**src/rtl/mem_arbiter.sv**
```systemverilog
// Two-requester arbiter in front of a single-port memory.
// Data requests normally win; after DATA_STREAK_MAX data grants issued while
// fetch was waiting, fetch wins once. One transaction is in flight at a time.
//
// Handshake: a requester holds req and its fields until it sees a one-cycle
// gnt (only issued in IDLE). The request fields are then copied into the mem_*
// registers. mem_req stays high with stable fields until mem_ack. mem_rdata is
// valid in the same cycle as mem_ack. The owner's rvalid pulses the following
// cycle with the captured data; writes return 0.
module mem_arbiter #(
  parameter int DATA_STREAK_MAX = 4,
  localparam int SW = ($clog2(DATA_STREAK_MAX + 1) > 3) ? $clog2(DATA_STREAK_MAX + 1) : 3
) (
  input  logic          clk,
  input  logic          rst,
  input  logic          if_req,
  input  logic [31:0]   if_addr,
  output logic          if_gnt,
  output logic          if_rvalid,
  output logic [31:0]   if_rdata,
  input  logic          dm_req,
  input  logic          dm_we,
  input  logic [3:0]    dm_be,
  input  logic [31:0]   dm_addr,
  input  logic [31:0]   dm_wdata,
  output logic          dm_gnt,
  output logic          dm_rvalid,
  output logic [31:0]   dm_rdata,
  output logic          mem_req,
  output logic          mem_we,
  output logic [3:0]    mem_be,
  output logic [31:0]   mem_addr,
  output logic [31:0]   mem_wdata,
  input  logic          mem_ack,
  input  logic [31:0]   mem_rdata,
  output logic [1:0]    dbg_state,
  output logic [SW-1:0] dbg_streak
);

  typedef enum logic [1:0] {
    IDLE    = 2'd0,
    BUSY_IF = 2'd1,
    BUSY_DM = 2'd2
  } state_t;

  localparam logic [SW-1:0] STREAK_MAX = SW'(DATA_STREAK_MAX);

  state_t        r_state;
  logic [SW-1:0] r_streak;
  logic          r_mem_req;
  logic          r_mem_we;
  logic [3:0]    r_mem_be;
  logic [31:0]   r_mem_addr;
  logic [31:0]   r_mem_wdata;
  logic          r_if_rvalid;
  logic [31:0]   r_if_rdata;
  logic          r_dm_rvalid;
  logic [31:0]   r_dm_rdata;

  logic          w_fetch_wins;
  logic          w_if_gnt;
  logic          w_dm_gnt;

  // Fetch wins when it is alone or when data has used up its streak allowance.
  assign w_fetch_wins = if_req && (!dm_req || (r_streak == STREAK_MAX));

  // Grant decision: only in IDLE, at most one, suppressed while in reset.
  always_comb begin
    w_if_gnt = 1'b0;
    w_dm_gnt = 1'b0;
    if (!rst && (r_state == IDLE)) begin
      if (w_fetch_wins) begin
        w_if_gnt = 1'b1;
      end else if (dm_req) begin
        w_dm_gnt = 1'b1;
      end
    end
  end

  // Arbiter FSM: latch the granted request, wait for mem_ack, post the completion.
  always_ff @(posedge clk) begin
    if (rst) begin
      r_state     <= IDLE;
      r_streak    <= '0;
      r_mem_req   <= 1'b0;
      r_mem_we    <= 1'b0;
      r_mem_be    <= 4'h0;
      r_mem_addr  <= 32'h0;
      r_mem_wdata <= 32'h0;
      r_if_rvalid <= 1'b0;
      r_if_rdata  <= 32'h0;
      r_dm_rvalid <= 1'b0;
      r_dm_rdata  <= 32'h0;
    end else begin
      // Completion pulses last exactly one cycle.
      r_if_rvalid <= 1'b0;
      r_if_rdata  <= 32'h0;
      r_dm_rvalid <= 1'b0;
      r_dm_rdata  <= 32'h0;
      case (r_state)
        IDLE: begin
          // mem_ack is ignored here; nothing is outstanding.
          if (w_if_gnt) begin
            r_mem_req   <= 1'b1;
            r_mem_we    <= 1'b0;
            r_mem_be    <= 4'hF;
            r_mem_addr  <= if_addr;
            r_mem_wdata <= 32'h0;
            r_streak    <= '0;
            r_state     <= BUSY_IF;
          end else if (w_dm_gnt) begin
            r_mem_req   <= 1'b1;
            r_mem_we    <= dm_we;
            r_mem_be    <= dm_be;
            r_mem_addr  <= dm_addr;
            r_mem_wdata <= dm_wdata;
            // Only data grants that make fetch wait count toward the streak.
            if (if_req && (r_streak != STREAK_MAX)) begin
              r_streak <= r_streak + 1'b1;
            end
            r_state     <= BUSY_DM;
          end
        end
        BUSY_IF: begin
          if (mem_ack) begin
            r_mem_req   <= 1'b0;
            r_mem_we    <= 1'b0;
            r_mem_be    <= 4'h0;
            r_mem_addr  <= 32'h0;
            r_mem_wdata <= 32'h0;
            r_if_rvalid <= 1'b1;
            r_if_rdata  <= mem_rdata;
            r_state     <= IDLE;
          end
        end
        BUSY_DM: begin
          if (mem_ack) begin
            r_mem_req   <= 1'b0;
            r_mem_we    <= 1'b0;
            r_mem_be    <= 4'h0;
            r_mem_addr  <= 32'h0;
            r_mem_wdata <= 32'h0;
            r_dm_rvalid <= 1'b1;
            r_dm_rdata  <= r_mem_we ? 32'h0 : mem_rdata;
            r_state     <= IDLE;
          end
        end
        default: begin
          r_state <= IDLE;
        end
      endcase
    end
  end

  assign if_gnt     = w_if_gnt;
  assign dm_gnt     = w_dm_gnt;
  assign if_rvalid  = r_if_rvalid;
  assign if_rdata   = r_if_rdata;
  assign dm_rvalid  = r_dm_rvalid;
  assign dm_rdata   = r_dm_rdata;
  assign mem_req    = r_mem_req;
  assign mem_we     = r_mem_we;
  assign mem_be     = r_mem_be;
  assign mem_addr   = r_mem_addr;
  assign mem_wdata  = r_mem_wdata;
  assign dbg_state  = r_state;
  assign dbg_streak = r_streak;

endmodule

```
**config.mk**
```make
export PLATFORM = sky130hd
export DESIGN_NAME = mem_arbiter
export DESIGN_NICKNAME = d
export VERILOG_FILES = /design/src/rtl/mem_arbiter.sv
export SDC_FILE = /design/constraint.sdc
export NUM_CORES = 1
export LEC_CHECK = 0
export ABC_AREA = 1
export BUFFER_PORTS_ARGS = -buffer_cell sky130_fd_sc_hd__buf_2
export CORE_UTILIZATION = 51
export CTS_BUF_LIST = sky130_fd_sc_hd__clkbuf_4
export DETAILED_ROUTE_END_ITERATION = 7
export HOLD_SLACK_MARGIN = 0.03
export PLACE_DENSITY_LB_ADDON = 0.3
export SETUP_SLACK_MARGIN = 0.3
export SLEW_MARGIN = 0
export SYNTH_ARGS = -nofsm -noshare
export SYNTH_HDL_FRONTEND = slang
export SYNTH_SLANG_ARGS = --single-unit
```
**constraint.sdc**
```tcl
create_clock -name clk -period 4.1 [get_ports clk]
set_input_delay 0.205 -clock clk [delete_from_list [all_inputs] [get_ports clk]]
set_output_delay 0.205 -clock clk [all_outputs]
set_load 0.02 [all_outputs]
```
==> results of run 1 <==
-- through the flow --
step / utilization (%) / setup WS [ps] / instances / total power [µW]
2_1_floorplan: - / 2170 / 798 / 3550
3_3_place_gp: 65.6 / 1160 / 1176 / 4100
3_5_place_dp: 65.6 / 1050 / 1176 / 4140
4_1_cts: 76.8 / 1000 / 1304 / 5020
5_1_grt: 76.8 / 774 / 1304 / 5420
6_report: 76.8 / 1020 / 1304 / 5050
-- cell usage after synthesis --
cell      number
a21oi_2       40
nor2_1       138
buf_2         15
nor3_1         1
clkbuf_1      26
nor2_8         1
o21ai_0        4
nand3_1        8
buf_6          6
or2_2          1
nand2_1      220
dfxtp_1      141
a21oi_1       34
ha_1           5
buf_1          3
nand4_1       33
inv_1        119
o21ai_2        1
inv_2          2
-- layout by cell type, fill, tap and decap left out --
cell / instances
dlygate4sd3_1: 98
nand3_1: 7
or2_2: 1
clkbuf_4: 17
nand4_1: 33
nand3_4: 1
buf_2: 280
buf_12: 1
o21ai_0: 4
clkinv_1: 1
nand2_1: 220
nor2_8: 1
nor2_1: 138
clkinv_2: 4
nor3_1: 1
inv_2: 2
clkinv_4: 1
o21ai_2: 1
dfxtp_1: 141
a21oi_2: 40
buf_4: 7
a21oi_1: 34
ha_1: 5
inv_1: 118
clkinvlp_4: 3
bufinv_16: 1
inv_6: 4
-- power by group --
group | leakage (µW) | total, µW | internal, µW | switching, µW
clock | 0.000131 | 818 | 298 | 520
sequential | 0.00115 | 1860 | 1700 | 163
combinational | 0.00339 | 2370 | 795 | 1570
total | 0.00468 | 5050 | 2790 | 2260
-- tightest hold or removal path: cells and delay by family --
kind                   cells  cell delay [ps]
buffers and inverters      1               80
AOI/OAI and AO/OA          1               50
and+or+nand+nor            3              200
-- kinds of logic after synthesis --
group                      count (synthesis)
and+or+nand+nor                          402
AOI/OAI and AO/OA                         79
adders and majority gates                  5
DFF                                      141
buffers and inverters                    171
-- cell type report --
class / instances / area share, %
multi-input combinational: 486 / 26.7
timing repair buffer: 386 / 29.2
tap: 140 / 2.09
clock buffer: 17 / 1.52
clock inverter: 13 / 1.39
inverter: 121 / 5.41
sequential: 141 / 33.6
-- sequential cells by signal (all words and copies together) (netlist names) --
name	flops
dm_rdata	32
if_rdata	32
mem_addr	32
mem_wdata	32
mem_be	4
dbg_streak	3
dbg_state	2
dm_rvalid	1
if_rvalid	1
mem_req	1
mem_we	1
-- layer usage --
layer	vias up	routed length, µm	GRT usage (%)	share of wire [%]
met5	-	0	0	0
met4	0	704	16.3	3.9
met3	60	1270	9.40	7.0
met2	282	9200	56.0	51
met1	2774	7020	34.1	39
li1	3123	-	-	-
-- repair_timing --
item,4_1_cts,5_1_grt
setup buffers,0,0
hold endpoints to repair,130,0
hold buffers,98,0
-- worst paths after layout --
path                 from            to  slack (ps)  cells past startpoint
max reg2reg  dbg_state[0]  mem_addr[26]        1020                     10
min           dm_addr[24]  mem_addr[24]          80                      5
max          dbg_state[0]  mem_addr[26]        1020                     10
min reg2reg       mem_req       mem_req         470                      2
==> impl_metrics.ini, run 1 <==
[outcome]
status = completed

[timing]
slew_violations = 0
setup-tns-final_ps = 0
finalHoldWorstSlack_ps = 80.1
finalSetupViolCount = 0
tightest_slew_ps = 1120
timing.slew.headroom_pct = 25.4
fin_crit_ps = 3080
rsz0062_at_grt = no
finClkSkew_ps = 22.4
max_freq_mhz = 324
post-route-period-util_pct = 75.2
hold_violations = 0

[run]
cap_viol_max_count = 0

[detailed_routing]
via_count = 6239
drtAntennaViolNets = 0
wl_per_cell_um = 13.9
drc_errors = 0
viasPerCell = 4.78
drt_pass1_iterations = 5
drt_wl_total_mm = 18.2
drtIter0Drc = 439

[logic_synthesis]
synth_top_area_share_pct = 49.0
ys_types = 19
synth_fa_ha_area_share_pct = 1.09
syn_inst = 798
syn_area_um2 = 5760
synth_mux_area_share_pct = 0
ys_ff_latch = 141
syn_area_per_cell_um2 = 7.22
synth.net_count = 941
synth-simple-area-share_pct = 28.1
ys_warn_count = 0
synth_xor_area_share_pct = 0
synthTopCellsByArea = dfxtp_1 49%, nand2_1 14%, nor2_1 9.0%
synth_area_leader_cell = dfxtp_1
synth-compound-area-share_pct = 9.53
synth_top_family_by_area = simple AND/OR/NAND/NOR gates
yosysSeqAreaShare_pct = 49.0

[power_and_ir_drop]
p_leak_uw = 0.00468
power.density_nw_per_um2 = 601
peakVddDrop_mv = 0.497

[cts]
clockBufferDepth = 2
ctsHtreeMaxLevel = 4
cts_tree = yes
numCtsBuffers = 17
cts_resized = 0
cts-root-buf = clkbuf_4
clock-sinks = 141
clock_latency_ps = 500
clkSlewWorstSetupHoldPaths_ps = 120

[place]
place.gp.congestion = 0.811
post_dp_cell_area_um2 = 7170
dp_hpwl_mm = 10.4
io_buffers = 280

[worst_setup_path]
crit_slowest_cell = nand3_4
cp_top_family = simple AND/OR/NAND/NOR gates
startpoint_type = register
critPathBufInv = 4
arrival_ps = 3470
endpoint_kind = register
worst-setup-path-type = register to register
path_cells = inv_1 -> ha_1 -> clkinv_1 -> nor2_1 -> inv_1 -> nand3_4 -> buf_4 -> nand2_1 -> nand2_1 -> nor2_1
slowest_delay_ps = 560
worstPathRequired_ps = 4490
cp_max_fo = 58

[global_route]
antenna_found_initial = 0
grt_pass1_vias = 6034
grt_max_degree = 61
grt_use_total_pct = 31.7
overflow = 0
grt_pass1_wl_mm = 28.7

[floorplan]
die_h_um = 108
row_count = 38
die_area_um2 = 11700
start_util_pct = 52.7
core_um2 = 10900
pin_count = 281
die_w_um = 108

[cells_and_area]
seq_area_um2 = 2820
final_area_um2 = 8400
fillers = 784
nNetsFinal = 1296
multiInputGateArea_um2 = 2250
insertedDiodeCount = 0
flow.area_growth_from_synthesis_pct = 45.7
drive_gt1_share_pct = 31.3

[hold_path]
hold_path_class = input port to register
Power figures use the tool's default switching activity.
==> inputs of run 2 (changes only) <==
Settings changed: CORE_UTILIZATION 51 to 43.
Clock period 4.1 ns to 2.71 ns, I/O delays scaled along.
==> impl_metrics.ini, run 2 (same netlist as run 1, synthesis figures left out) <==
[cells_and_area]
flow.area_growth_from_synthesis_pct = 55.0
multiInputGateArea_um2 = 2250
final_common_cell = buf_2
nNetsFinal = 1342
insertedDiodeCount = 0
drive_gt1_share_pct = 30.7
seq_area_um2 = 2820
final_cell_mix = 280 x buf_2, 220 x nand2_1, 141 x dfxtp_1, 138 x nor2_1, 136 x dlygate4sd3_1
fillers = 1022

[hold_path]
hold_path_class = input port to register

[floorplan]
start_util_pct = 44.9
pin_count = 281
die_h_um = 118
die_area_um2 = 13900
core_um2 = 12800
row_count = 41
die_w_um = 118

[worst_setup_path]
startpoint_type = register
crit_slowest_cell = dfxtp_1
slowest_delay_ps = 360
worst-setup-path-type = register to output port
worstPathRequired_ps = 2570
cp_top_family = buffers and inverters
critPathBufInv = 4
path_cells = inv_1 -> ha_1 -> inv_2 -> nor2_8 -> buf_6 -> nand2_1 -> a21oi_1 -> buf_2
arrival_ps = 2140
endpoint_kind = output port
cp_max_fo = 33

[timing]
max_freq_mhz = 439
setup-tns-final_ps = 0
timing.slew.headroom_pct = 72.8
finClkSkew_ps = 24.0
hold_violations = 0
slew_violations = 0
rsz0062_at_grt = yes
tightest_slew_ps = 408
fin_crit_ps = 2280
finalSetupViolCount = 0
post-route-period-util_pct = 84.1

[global_route]
grt_pass1_wl_mm = 30.4
grt_pass1_vias = 6483
antenna_found_initial = 0
grt_max_degree = 48
grt_use_total_pct = 27.5
overflow = 0

[detailed_routing]
drtIter0Drc = 327
drtAntennaViolNets = 0
drc_errors = 0
drt_pass1_iterations = 6
via_count = 6455
drt_wl_total_mm = 18.6
viasPerCell = 4.66
wl_per_cell_um = 13.5

[outcome]
status = completed

[cts]
cts_tree = yes
clkSlewWorstSetupHoldPaths_ps = 120
numCtsBuffers = 17
clock-sinks = 141
clock_latency_ps = 550
clockBufferDepth = 2
cts-root-buf = clkbuf_4
ctsHtreeMaxLevel = 4
cts_setup_buffers = 0

[power_and_ir_drop]
finalPower_uw = 7830
p_leak_uw = 0.00490
power.density_nw_per_um2 = 876
peakVddDrop_mv = 0.576

[place]
dp_hpwl_mm = 11.4
io_buffers = 280
place.gp.congestion = 0.802

[run]
cap_viol_max_count = 0
## run 2: changes by cell type in the layout (fill, tap and decap cells not counted)
cell / change
buf_4: +4
buf_6: +2
clkinv_2: -4
clkinv_1: +3
inv_6: +2
inv_2: +1
nand3_1: -1
clkinv_4: +1
nand3_2: +1
dlygate4sd3_1: +38
buf_12: +2
inv_8: +1
clkinvlp_4: -2
## run 2: layout make-up
class,count,area share [%]
timing repair buffer,432,32.8
multi-input combinational,486,25.2
clock inverter,15,1.50
inverter,121,5.08
sequential,141,31.6
tap,172,2.41
clock buffer,17,1.43
## run 2: what timing repair did
| action | CTS | global route |
|---|---|---|
| endpoints found under the hold margin | 139 | 0 |
| resized for setup | 0 | 3 |
| setup endpoints to repair | 0 | 22 |
| hold buffers | 136 | 0 |
## run 2: where the power goes
group	switching, µW	internal, µW	leakage (µW)
clock	818	468	0.000140
combinational	2410	1320	0.00361
sequential	239	2570	0.00115
## run 2: worst paths after layout
check | startpoint | to | slack, ps | cells after the start
max | dbg_state[0] | dm_gnt | 430 | 8
min | if_req | dbg_streak[1] | 100 | 5
max reg2reg | dbg_state[0] | mem_addr[31] | 470 | 11
min reg2reg | mem_req | mem_req | 460 | 2
## run 2: tightest hold or removal path: stages
cell and delay, ps:
buf_2 140, inv_1 110, nor2_1 90, nand3_1 70
a21oi_1 50
## run 2: routing by layer
layer / wire, µm / global-route usage (%) / part of all wire [%] / vias to the layer above
met5: 0 / 0 / 0 / -
met4: 748 / 15.5 / 4.0 / 0
met3: 1370 / 7.90 / 7.3 / 60
met1: 7170 / 28.9 / 38 / 2864
met2: 9340 / 48.8 / 50 / 319
li1: - / - / - / 3212
## run 2: metrics by stage
step           util (%)  area, µm²  std cells  setup WS [ps]  hold slack, ps
2_1_floorplan         -       5760        798            781             262
3_3_place_gp       56.9       7300       1216            790             362
3_5_place_dp       56.9       7300       1216            728             369
4_1_cts            69.6       8920       1384            333            35.3
5_1_grt            69.6       8930       1384            294            56.5
6_report           69.6       8930       1384            430             102
==> inputs of run 3 (changes only) <==
Settings changed: ABC_AREA 1 to 0, CORE_UTILIZATION 43 to 44.
Clock period 2.71 ns to 1.9 ns, I/O delays scaled along.
==> impl_metrics.ini, run 3 <==
[outcome]
status = completed

[hold_path]
hold_path_class = input port to register

[logic_synthesis]
synth_most_common_cell = dfxtp_1
async_flop_share_pct = 0
syn_area_per_cell_um2 = 9.52
syn_area_um2 = 6030
synth_flop_cell = dfxtp_1
ys_warn_count = 0
synth_top_area_share_pct = 46.8
synthTopCellsByArea = dfxtp_1 47%, o21ai_0 8.1%, and2_1 6.6%
ys_types = 37
ys_ff_latch = 141
yosys-top-cells-count = 141 x dfxtp_1, 98 x o21ai_0, 64 x and2_1, 42 x clkbuf_1, 38 x nand2b_1
syn_inst = 633
synth.net_count = 776
yosysSeqAreaShare_pct = 46.8
synth-edff-count = 0
synth_area_leader_cell = dfxtp_1

[timing]
hold_violations = 0
rsz0062_at_grt = yes
finalSetupViolCount = 0
max_freq_mhz = 544
finClkSkew_ps = 30.2
fin_crit_ps = 1840
post-route-period-util_pct = 96.7
slew_violations = 0
setup-tns-final_ps = 0
timing.slew.headroom_pct = 63.0
tightest_slew_ps = 555

[cells_and_area]
final_common_cell = buf_2
flow.area_growth_from_synthesis_pct = 69.7
drive_gt1_share_pct = 43.9
fin_cells = 1237
final_cell_mix = 278 x buf_2, 137 x dfxtp_1, 114 x dlygate4sd3_1, 89 x o21ai_0, 64 x and2_1
nNetsFinal = 1188

[detailed_routing]
drt_pass1_iterations = 5
via_count = 6694
drc_errors = 0
drtIter0Drc = 415
wl_per_cell_um = 17.9
drt_wl_total_mm = 22.2
viasPerCell = 5.41
drtAntennaViolNets = 0

[global_route]
grt_pass1_vias = 6389
grt_pass1_wl_mm = 32.1
grt_max_degree = 67
overflow = 0
antenna_found_initial = 3
grt_use_total_pct = 28.7

[power_and_ir_drop]
power.density_nw_per_um2 = 786
power.internal_uw = 5290
p_leak_uw = 0.00486
power.share.sequential_pct = 41.8
peakVddDrop_mv = 0.467
pwr-share-clk_pct = 24.7
switchingPower_uw = 2750
finalPower_uw = 8040
switching_share_pct = 34.2
power_frac_comb_pct = 33.5

[floorplan]
row_count = 42
die_area_um2 = 14200
start_util_pct = 45.3
die_h_um = 119
core_um2 = 13300
pin_count = 281
die_w_um = 119

[place]
dpl.cell_count = 1041
dp_hpwl_mm = 11.3
io_buffers = 280
place.gp.congestion = 0.775

[worst_setup_path]
cp_max_fo = 15
startpoint_type = register
arrival_ps = 2340
worstPathRequired_ps = 2400
endpoint_kind = register
worst-setup-path-type = register to register

[cts]
clockBufferDepth = 2
clock_latency_ps = 570
cts_tree = yes
numCtsBuffers = 17
ctsHtreeMaxLevel = 4
clock-sinks = 141
clkSlewWorstSetupHoldPaths_ps = 150
cts-root-buf = clkbuf_4

[run]
cap_viol_max_count = 0
-- run 3: changes by cell type in the layout (fill, tap and decap cells not counted), moves of 33 or more --
cell / delta
inv_1: -114
and2_1: +64
nand4_1: -33
nor2_1: -135
a21oi_2: -38
nand2b_1: +37
nand2_1: -216
o21ai_0: +85
-- run 3: layer usage --
metal  GRT usage (%)  vias up  routed length (µm)
li1                -     3087                   -
met4            15.9        0                1090
met2            48.8      354               10800
met5               0        -                   0
met1            33.3     3161                8770
met3            6.13       92                1500
-- run 3: worst paths after layout --
path,end,slack [ps],depth (start not counted),from
worst max-delay path,mem_addr[7],60,7,dbg_state[1]
worst min-delay path,mem_addr[20],50,4,if_addr[20]
worst max register to register,mem_addr[7],60,7,dbg_state[1]
worst min register to register,mem_addr[20],470,1,mem_addr[20]
-- run 3: what timing repair did --
| action | 4_1_cts | 5_1_grt |
|---|---|---|
| hold buffers | 114 | 0 |
| gates resized for setup | 33 | 63 |
| endpoints found under the hold margin | 140 | 0 |
| gates cloned | 7 | 11 |
| pin swaps | 8 | 11 |
| setup endpoints to repair | 107 | 76 |
| buffers inserted | 20 | 9 |
-- run 3: cells by family after synthesis --
kind of cell | Yosys count | synth area share (%)
flip-flops | 141 | 46.8
AND/OR/NAND/NOR | 185 | 19.6
AO/OA/AOI/OAI | 192 | 20.2
multiplexers | 35 | 5.83
buffers and inverters | 75 | 6.44
adder cells (fa/ha/maj) | 5 | 1.04
-- run 3: final cells by class --
cell class                 count  area [µm²]
timing repair buffer         457        3490
multi-input combinational    422        3360
fill                         872        3070
sequential                   141        2840
tap                          176         220
clock inverter                15         164
clock buffer                  17         128
inverter                       6        27.5
antenna                        3        7.51
-- run 3: stage by stage --
step           setup slack [ps]  hold WS (ps)  cell area [µm²]  util, %
6_report                   62.4          46.5            10200     76.9
5_1_grt                    5.50          20.1            10200     76.9
4_1_cts                    99.4          31.1             9670     72.8
3_5_place_dp               12.8           309             7800     58.7
3_3_place_gp               49.7           308             7800     58.7
2_1_floorplan              97.6           217             6330        -
-- run 3: power by group through the flow --
stage | Clock, µW | Combinational, µW | Sequential (µW)
after floorplan | 0 | 969 | 3740
after global placement | 0 | 1860 | 3410
after detailed placement | 0 | 1880 | 3420
after CTS | 1990 | 2330 | 3350
after global routing | 2170 | 2830 | 3390
final | 1990 | 2690 | 3360
-- run 3: critical path, stage by stage, from the launching register on --
cell and delay [ps]:
dfxtp_4 380, inv_4 60, ha_4 170, buf_4 130, or3b_4 450, buf_12 190
a211oi_2 230, a211o_1 150
